`config.mk`:
```
export PLATFORM = sky130hd
export DESIGN_NAME = move_demux_buf
export DESIGN_NICKNAME = d
export VERILOG_FILES = /design/src/rtl/move_pkg.sv /design/src/rtl/move_slot.sv /design/src/rtl/move_demux_buf.sv
export SDC_FILE = /design/constraint.sdc
export NUM_CORES = 1
export LEC_CHECK = 0
export CORE_MARGIN = 5
export CORE_UTILIZATION = 32
export CTS_BUF_LIST = sky130_fd_sc_hd__clkbuf_2 sky130_fd_sc_hd__clkbuf_4 sky130_fd_sc_hd__clkbuf_8
export DETAILED_ROUTE_END_ITERATION = 7
export RECOVER_POWER = 100
export SETUP_SLACK_MARGIN = 0.05
export SYNTH_ARGS = -nofsm -noshare
export SYNTH_HDL_FRONTEND = slang
export SYNTH_SLANG_ARGS = --single-unit
```
`constraint.sdc`:
```
create_clock -name clk -period 1.7 [get_ports clk]
set_input_delay 0.34 -clock clk [delete_from_list [all_inputs] [get_ports clk]]
set_output_delay 0.34 -clock clk [all_outputs]
set_load 0.03 [all_outputs]
```
`src/rtl/move_pkg.sv`:
```
// Shared constants and slot state encoding for the 1-to-2 move demux buffer.
package move_pkg;

  localparam int WIDTH_DEF = 32;
  localparam int CNT_W_DEF = 16;

  localparam logic SEL_PORT0 = 1'b0;
  localparam logic SEL_PORT1 = 1'b1;

  typedef enum logic {
    SLOT_EMPTY = 1'b0,
    SLOT_FULL  = 1'b1
  } slot_state_e;

endpackage

```
`src/rtl/move_slot.sv`:
```
// One-entry registered output slot with valid/ready handshake and a
// wrapping completed-transfer counter.
module move_slot
  import move_pkg::*;
#(
  parameter int WIDTH = WIDTH_DEF,
  parameter int CNT_W = CNT_W_DEF
) (
  input  logic             clk,
  input  logic             reset,
  input  logic             fill_i,
  input  logic [WIDTH-1:0] fill_data_i,
  input  logic             ready_i,
  output logic             can_accept_o,
  output logic [WIDTH-1:0] data_o,
  output logic             valid_o,
  output logic [CNT_W-1:0] count_o
);

  slot_state_e      state_q, state_d;
  logic [WIDTH-1:0] data_q, data_d;
  logic [CNT_W-1:0] count_q, count_d;
  logic             drain_s;

  assign drain_s      = (state_q == SLOT_FULL) && ready_i;
  // A full slot that drains this cycle can take a new word in the same cycle.
  assign can_accept_o = (state_q == SLOT_EMPTY) || drain_s;

  // Next-state, data reload and counter update for the slot.
  always_comb begin
    state_d = state_q;
    data_d  = data_q;
    count_d = count_q;
    case (state_q)
      SLOT_EMPTY: begin
        if (fill_i) begin
          state_d = SLOT_FULL;
          data_d  = fill_data_i;
        end else begin
          state_d = SLOT_EMPTY;
        end
      end
      SLOT_FULL: begin
        if (fill_i) begin
          state_d = SLOT_FULL;
          data_d  = fill_data_i;
        end else if (drain_s) begin
          state_d = SLOT_EMPTY;
        end else begin
          state_d = SLOT_FULL;
        end
      end
      default: begin
        state_d = SLOT_EMPTY;
      end
    endcase
    if (drain_s) begin
      count_d = count_q + {{(CNT_W-1){1'b0}}, 1'b1};
    end else begin
      count_d = count_q;
    end
  end

  // Slot registers with synchronous reset that discards any buffered word.
  always_ff @(posedge clk) begin
    if (reset) begin
      state_q <= SLOT_EMPTY;
      data_q  <= {WIDTH{1'b0}};
      count_q <= {CNT_W{1'b0}};
    end else begin
      state_q <= state_d;
      data_q  <= data_d;
      count_q <= count_d;
    end
  end

  assign data_o  = data_q;
  assign valid_o = (state_q == SLOT_FULL);
  assign count_o = count_q;

endmodule

```
`src/rtl/move_demux_buf.sv`:
```
// 1-to-2 steering buffer: routes the source stream to the register-file
// (port 0) or memory (port 1) write-back slot chosen by in_select.
module move_demux_buf
  import move_pkg::*;
#(
  parameter int WIDTH = WIDTH_DEF,
  parameter int CNT_W = CNT_W_DEF
) (
  input  logic             clk,
  input  logic             reset,
  input  logic [WIDTH-1:0] in_data,
  input  logic             in_valid,
  input  logic             in_select,
  output logic             in_ready,
  output logic [WIDTH-1:0] out0_data,
  output logic             out0_valid,
  input  logic             out0_ready,
  output logic [WIDTH-1:0] out1_data,
  output logic             out1_valid,
  input  logic             out1_ready,
  output logic [CNT_W-1:0] out0_count,
  output logic [CNT_W-1:0] out1_count
);

  logic acc0_s, acc1_s, sel_acc_s;
  logic fill0_s, fill1_s;

  // Head-of-line: only the selected slot's state decides acceptance.
  always_comb begin
    sel_acc_s = 1'b0;
    if (in_select == SEL_PORT1) begin
      sel_acc_s = acc1_s;
    end else begin
      sel_acc_s = acc0_s;
    end
    in_ready = !reset && sel_acc_s;
  end

  assign fill0_s = in_valid && in_ready && (in_select == SEL_PORT0);
  assign fill1_s = in_valid && in_ready && (in_select == SEL_PORT1);

  move_slot #(.WIDTH(WIDTH), .CNT_W(CNT_W)) u_slot0 (
    .clk          (clk),
    .reset        (reset),
    .fill_i       (fill0_s),
    .fill_data_i  (in_data),
    .ready_i      (out0_ready),
    .can_accept_o (acc0_s),
    .data_o       (out0_data),
    .valid_o      (out0_valid),
    .count_o      (out0_count)
  );

  move_slot #(.WIDTH(WIDTH), .CNT_W(CNT_W)) u_slot1 (
    .clk          (clk),
    .reset        (reset),
    .fill_i       (fill1_s),
    .fill_data_i  (in_data),
    .ready_i      (out1_ready),
    .can_accept_o (acc1_s),
    .data_o       (out1_data),
    .valid_o      (out1_valid),
    .count_o      (out1_count)
  );

endmodule

```
==> results of run 1 <==
==> routing by layer <==
layer  routed length, um  global-route usage  part of all wire  up-vias
li1                    -                   -                 -     1783
met1                4160               0.171              0.41     1607
met2                4740               0.239              0.46       99
met3                1120              0.0833              0.11       11
met4                 189              0.0550             0.019        0
met5                   0                   0                 0        -
==> through the flow <==
stage | hold WS, ns | instance area (um^2) | util | setup slack, ns | power, mW
3_3_place_gp | 0.442 | 5330 | 0.469 | -0.652 | 2.94
3_5_place_dp | 0.448 | 5330 | 0.469 | -0.656 | 2.94
4_1_cts | 0.366 | 5410 | 0.476 | -0.213 | 4.43
2_1_floorplan | 0.476 | 3690 | - | 0.0895 | 2.67
6_report | 0.392 | 5360 | 0.472 | 0.0772 | 4.36
5_1_grt | 0.389 | 5360 | 0.472 | 0.0248 | 4.57
==> synthesized netlist by cell type, types with 2 or more instances <==
| library cell | n | share of area |
|---|---|---|
| sky130_fd_sc_hd__a21oi_1 | 78 | 0.11 |
| sky130_fd_sc_hd__and3_1 | 5 | 0.0085 |
| sky130_fd_sc_hd__and4_1 | 7 | 0.017 |
| sky130_fd_sc_hd__buf_1 | 3 | 0.0031 |
| sky130_fd_sc_hd__buf_2 | 8 | 0.011 |
| sky130_fd_sc_hd__clkbuf_1 | 14 | 0.014 |
| sky130_fd_sc_hd__dfxtp_1 | 98 | 0.53 |
| sky130_fd_sc_hd__ha_1 | 2 | 0.0068 |
| sky130_fd_sc_hd__inv_1 | 2 | 0.0020 |
| sky130_fd_sc_hd__nand2_1 | 138 | 0.14 |
| sky130_fd_sc_hd__nand2b_1 | 2 | 0.0034 |
| sky130_fd_sc_hd__nand3_1 | 14 | 0.019 |
| sky130_fd_sc_hd__nand4_1 | 8 | 0.014 |
| sky130_fd_sc_hd__nand4_2 | 2 | 0.0068 |
| sky130_fd_sc_hd__nor2_1 | 24 | 0.024 |
| sky130_fd_sc_hd__nor2b_1 | 2 | 0.0034 |
| sky130_fd_sc_hd__o21ai_0 | 10 | 0.014 |
| sky130_fd_sc_hd__or3_1 | 11 | 0.019 |
| sky130_fd_sc_hd__xnor2_1 | 5 | 0.012 |
| sky130_fd_sc_hd__xor2_1 | 15 | 0.036 |
==> critical path, stage by stage <==
cell                              delay (ns)
sky130_fd_sc_hd__clkdlybuf4s50_1        0.48
sky130_fd_sc_hd__nand2b_4               0.14
sky130_fd_sc_hd__a21oi_2                0.06
sky130_fd_sc_hd__nor2_2                 0.12
sky130_fd_sc_hd__buf_6                  0.15
==> final timing paths <==
| path | endpoint | slack, ns |
|---|---|---|
| worst max register to register | u_slot1.count_o[15] | 0.15 |
| worst max-delay path | in_ready | 0.08 |
| worst min register to register | u_slot1.data_o[3] | 0.45 |
| worst min-delay path | u_slot1.data_o[0] | 0.39 |
==> sequential cells by signal, summed over array words and instances (netlist names) <==
register         count
u_slot0.data_o      32
u_slot1.data_o      32
u_slot0.count_o     16
u_slot1.valid_o      1
u_slot1.count_o     16
u_slot0.valid_o      1
==> layout make-up <==
class / instances / area (um^2) / area share
sequential: 98 / 1960 / 0.366
multi-input combinational: 326 / 1630 / 0.303
timing repair buffer: 158 / 1390 / 0.259
inverter: 2 / 7.51 / 0.00140
clock buffer: 10 / 131 / 0.0245
clock inverter: 6 / 66.3 / 0.0124
tap: 143 / 179 / 0.0334
==> cells by family (layout without fill, tap and decap cells) <==
group / Yosys count / count (layout) / share of synthesized area
and+or+nand+nor: 216 / 216 / 0.261
DFF: 98 / 98 / 0.533
AOI/OAI and AO/OA: 88 / 88 / 0.120
buffers and inverters: 28 / 176 / 0.0323
xor gates and xnor gates: 20 / 20 / 0.0476
adders and majority gates: 2 / 2 / 0.00679
==> where the power goes <==
group / switching, mW / internal [mW]
Sequential: 0.0259 / 2.35
Combinational: 0.282 / 0.187
Clock: 0.818 / 0.699
Total: 1.13 / 3.23
==> what timing repair did <==
action | 4_1_cts | 5_1_grt
setup endpoints to repair | 99 | 10
setup buffers | 0 | 1
gates resized for setup | 103 | 20
==> parameters.txt, run 1 <==
Parameter                              Value

Setup path
  Data arrival time at the worst-slack endpoint ... between 1 and 1.5 ns
  CP Data Required Time ... 1.36 ns
  Worst setup EP type ... output port
  Worst Setup Start Kind ... primary input
  Worst R2R Path Depth ... 5
  CP Class ... primary input to output port
  Critical register-to-register path startpoint ... u_slot1.valid_o
  Crit-path max FO ... 2
  Crit path from ... out1_ready

Layout
  Net total in the final layout ... 635
  Most common cell after layout, fill and taps aside ... sky130_fd_sc_hd__nand2_1
  Number of fillers in the final layout ... 1,131
  Area growth syn-to-layout ... 45.6%
  ANT cells ... 0
  Fraction of final layout cells sized beyond drive strength 1 ... 0.0783
  Commonest cells after routing, fill and taps aside ... 138 x sky130_fd_sc_hd__nand2_1, 97 x sky130_fd_sc_hd__dfxtp_1, 95 x sky130_fd_sc_hd__dlygate4sd2_1
  Post-route non-filler standard cell count ... roughly 740

Floorplanning
  Core outline area ... roughly 0.011 mm^2
  DIE AREA ... 0.0138 mm^2
  Effective utilization at floorplan ... 0.324
  Row count ... 39
  Floorplan die width ... 117 um
  I/O pin count ... between 100 and 150
  Die Y-Extent ... approximately 120 um

Global route
  Via count of the first global-routing pass ... 3,442
  Global routing usage summed across all routing layers ... 0.151
  Largest net degree at the start of global routing ... 83
  Number of antenna violations at the first check in global routing ... 0
  Global-route wire length before repair ... approximately 16,000 um
  Overflow left after global routing ... 0

Power and ir drop
  IR Drop Worst-Case VDD ... about 0.72 mV
  Leak pwr ... approximately 2.3 nW
  Power density over the cells ... just over 800 mW/mm^2

Synthesis
  Synthesized netlist net count ... between 400 and 500
  Ys async rst share ... 0
  Portion of the post-synthesis area used by sequential elements ... 0.533
  Total number of yosys warnings ... 0
  Unique masters post-synth ... 24
  Flop and latch count out of synthesis ... 98
  EDFF count, synth ... 0
  Synthesized area per cell ... roughly 8 um^2
  Synthesized instance count ... around 450
  Post-Synthesis Cell Area ... ~0.0037 mm^2
  Most common flop cell mapped by yosys ... sky130_fd_sc_hd__dfxtp_1

Detailed routing
  Final WL ... 10,200 um
  Iteration-0 DRC Markers ... 124
  Average routed wire per standard cell ... between 10 and 15 um
  Via-to-Cell Ratio ... around 4.7
  Iteration count of the initial detailed-routing pass ... 4
  DRC violations left ... 0
  Via Count ... between 3k and 4k
  Remaining number of nets flagged by the antenna check after routing ... 0

CTS
  # clock sinks ... a little under 100
  Deepest clock path buffer count ... 2
  Clock tree from TritonCTS ... built
  Quantity of hold-fixing buffers added after cts ... 0
  Root Buffer ... sky130_fd_sc_hd__clkbuf_8
  H-tree depth ... 3
  Num CTS Buffers ... 9
  Clock transition at the register clock pins on the worst setup and hold paths after CTS ... around 0.09 ns
  Clock insertion delay at the later pin of the skew report ... about 0.37 ns

STA
  Number of max-slew violations in the final report ... 0
  Time the worst path needs with I/O delays and setup ... about 1.6 ns
  Least-Margin Pin Slew ... 0.845 ns
  RSZ-0062 raised after global routing ... true
  Setup clock skew after layout ... 0.0119 ns
  Slew margin rel. ... 0.436
  Final hold violation count ... 0
  Total Neg Setup Slack ... 0 ns
  Max frequency ... approximately 620 MHz
  Final period util ... 0.955
  Final setup violation count ... 0

Place
  Number of placed instances with taps included ... between 700 and 800
  Port Buffers ... roughly 140
  Gp weighted congestion ... 0.783
  Placed wire-length estimate ... about 7200 um

Worst hold path
  Worst hold-check path type ... primary input to flop
  Worst min-delay path startpoint ... reset
  Depth of the worst hold-timing path ... 3

Flow run
  Max-cap violations ... 0

Status
  Outcome ... complete, no violations
(Power assumes the default switching activity.)
==> run 2, diff against run 1 <==
- CAP_MARGIN: unset -> 10
- GPL_TIMING_DRIVEN: unset -> 0
==> run 2 against run 1 <==
Against the previous run:
- fmax is 1.4% higher
- final area grew 0.26%
- critical path type is now flop to output port
- sequential power about the same
==> parameters.txt, run 2 (synthesis gave the netlist of run 1 again) <==
Parameter                              Value

CTS
  Num CTS Buffers ... 9
  Root Buffer ... sky130_fd_sc_hd__clkbuf_8
  Clock insertion delay at the later pin of the skew report ... around 0.36 ns
  Quantity of hold-fixing buffers added after cts ... 0
  H-tree depth ... 3
  # clock sinks ... between 90 and 100
  Deepest clock path buffer count ... 2
  Clock tree from TritonCTS ... built
  Clock transition at the register clock pins on the worst setup and hold paths after CTS ... 0.09 ns

Setup path
  Critical register-to-register path endpoint ... u_slot0.count_o[15]
  Critical register-to-register path startpoint ... u_slot0.valid_o
  Flop-to-flop setup slack ... between 0.1 and 0.15 ns
  CP Class ... flop to output port
  Worst Setup Start Kind ... flop
  Critical Path, Cell by Cell ... nor2b_4 -> nor2_2 -> a21oi_2 -> nor2_2 -> buf_6
  Critical path's most frequent cell ... sky130_fd_sc_hd__nor2_2
  Delay contributed by the slowest stage of the critical path ... roughly 0.36 ns
  Worst R2R Path Depth ... 5
  Family with the most delay on the worst path ... flip-flops
  CP Data Required Time ... 1.36 ns
  Worst setup EP type ... output port
  CP Buf/Inv Count ... 1
  Data arrival time at the worst-slack endpoint ... about 1.3 ns
  Crit-path max FO ... 4
  Critical path's slowest cell ... sky130_fd_sc_hd__dfxtp_4

Worst hold path
  Worst min-delay path startpoint ... out1_ready
  Worst hold-check path type ... primary input to flop
  Depth of the worst hold-timing path ... 3
  Worst Hold Path EP ... u_slot1.count_o[1]

STA
  RSZ-0062 raised after global routing ... true
  Final setup violation count ... 0
  Final hold violation count ... 0
  Number of max-slew violations in the final report ... 0
  Time the worst path needs with I/O delays and setup ... approximately 1.6 ns
  Slew margin rel. ... 0.629
  Max frequency ... 625 MHz
  Setup clock skew after layout ... 0.00823 ns
  Least-Margin Pin Slew ... roughly 0.56 ns
  Final period util ... 0.941

Layout
  Utilization after layout ... 0.473
  Number of fillers in the final layout ... about 1.2k
  Fraction of final layout cells sized beyond drive strength 1 ... 0.0809
  Post-route standard cell area excluding fillers ... 0.00538 mm^2
  ANT cells ... 0
  Area growth syn-to-layout ... 46.0%
  Most common cell after layout, fill and taps aside ... sky130_fd_sc_hd__nand2_1
  Post-route non-filler standard cell count ... 749
  Commonest cells after routing, fill and taps aside ... 138 x sky130_fd_sc_hd__nand2_1, 98 x sky130_fd_sc_hd__dlygate4sd2_1, 94 x sky130_fd_sc_hd__dfxtp_1
  Net total in the final layout ... about 640

Detailed routing
  Via-to-Cell Ratio ... between 4 and 5
  Iteration count of the initial detailed-routing pass ... 4
  Iteration-0 DRC Markers ... 170
  Average routed wire per standard cell ... 14.5 um
  Remaining number of nets flagged by the antenna check after routing ... 0
  Via Count ... 3,523
  DRC violations left ... 0
  Final WL ... 10,900 um

Power and ir drop
  Power density over the cells ... between 700 and 800 mW/mm^2
  Overall power after layout ... 4.24 mW
  IR Drop Worst-Case VDD ... around 0.36 mV
  Leak pwr ... 2.37 nW

Global route
  Gr busiest metal ... met2
  Global-route wire length before repair ... between 15,000 and 20,000 um
  Overflow left after global routing ... 0
  Number of antenna violations at the first check in global routing ... 0
  Global-route met2 utilization ... 0.252
  Via count of the first global-routing pass ... 3,427
  Global routing usage summed across all routing layers ... 0.159
  Met1 track demand over resource in global routing ... 0.199
  Largest net degree at the start of global routing ... 18
  Met3 usage ... 0.0674

Place
  Placed wire-length estimate ... slightly above 8000 um
  Placed inst area ... approximately 0.0052 mm^2
  Port Buffers ... 136
  Gp weighted congestion ... 0.819
  Number of placed instances with taps included ... about 730

Floorplanning
  Core outline area ... between 0.01 and 0.015 mm^2
  DIE AREA ... 0.0138 mm^2
  Effective utilization at floorplan ... 0.324
  Row count ... 39
  Floorplan die width ... between 100 and 150 um
  I/O pin count ... ~140
  Die Y-Extent ... ~120 um

Status
  Outcome ... complete, no violations

Flow run
  Max-cap violations ... 0
run 2: worst min-delay path, delay by kind of cell:
family | cells | cell delay, ns
AOI/OAI and AO/OA | 1 | 0.05
and+or+nand+nor | 1 | 0.10
buffers and inverters | 1 | 0.18
run 2: final cells by class:
cell class                 count  area, um^2  area share
clock inverter                 7        53.8      0.0100
buffer                        25         156      0.0291
inverter                       2        7.51     0.00140
sequential                    98        1970       0.367
multi-input combinational    326        1620       0.302
clock buffer                   9         124      0.0230
timing repair buffer         139        1260       0.234
tap                          143         179      0.0333
run 2: per-layer routing:
layer	wire [um]	share of wire	up-vias
met2	5030	0.46	93
met1	4760	0.44	1626
met4	108	0.0099	0
met3	958	0.088	8
li1	-	-	1796
met5	0	0	-
run 2: worst max-delay path by stage:
stage               depth (start not counted)  slack, ns          startpoint                   to
floorplan                                   4       0.09  u_slot0.count_o[2]  u_slot0.count_o[15]
global placement                            6      -1.28               reset             in_ready
detailed placement                          6      -1.28               reset             in_ready
CTS                                         6      -0.14               reset             in_ready
global route                                5     -0.005     u_slot0.valid_o             in_ready
finish                                      5        0.1     u_slot0.valid_o             in_ready
run 2: timing repair:
action / in CTS / in global routing
setup endpoints to repair: 170 / 50
pin swaps: 0 / 1
buffers inserted: 0 / 3
gates cloned: 0 / 0
gates resized for setup: 130 / 16
run 2: power breakdown:
part	leakage (nW)	switching, mW	internal [mW]	total, mW
logic	1.49	0.292	0.191	0.483
registers	0.796	0.0295	2.35	2.38
clock network	0.0818	0.841	0.540	1.38
run 2: through the flow:
stage	hold slack, ns	setup TNS (ns)	setup WS [ns]
floorplan	0.476	0	0.0895
global placement	0.442	-35.60	-1.28
detailed placement	0.446	-38.50	-1.28
CTS	0.457	-0.137	-0.137
global route	0.384	-0.00536	-0.00536
finish	0.361	0	0.100
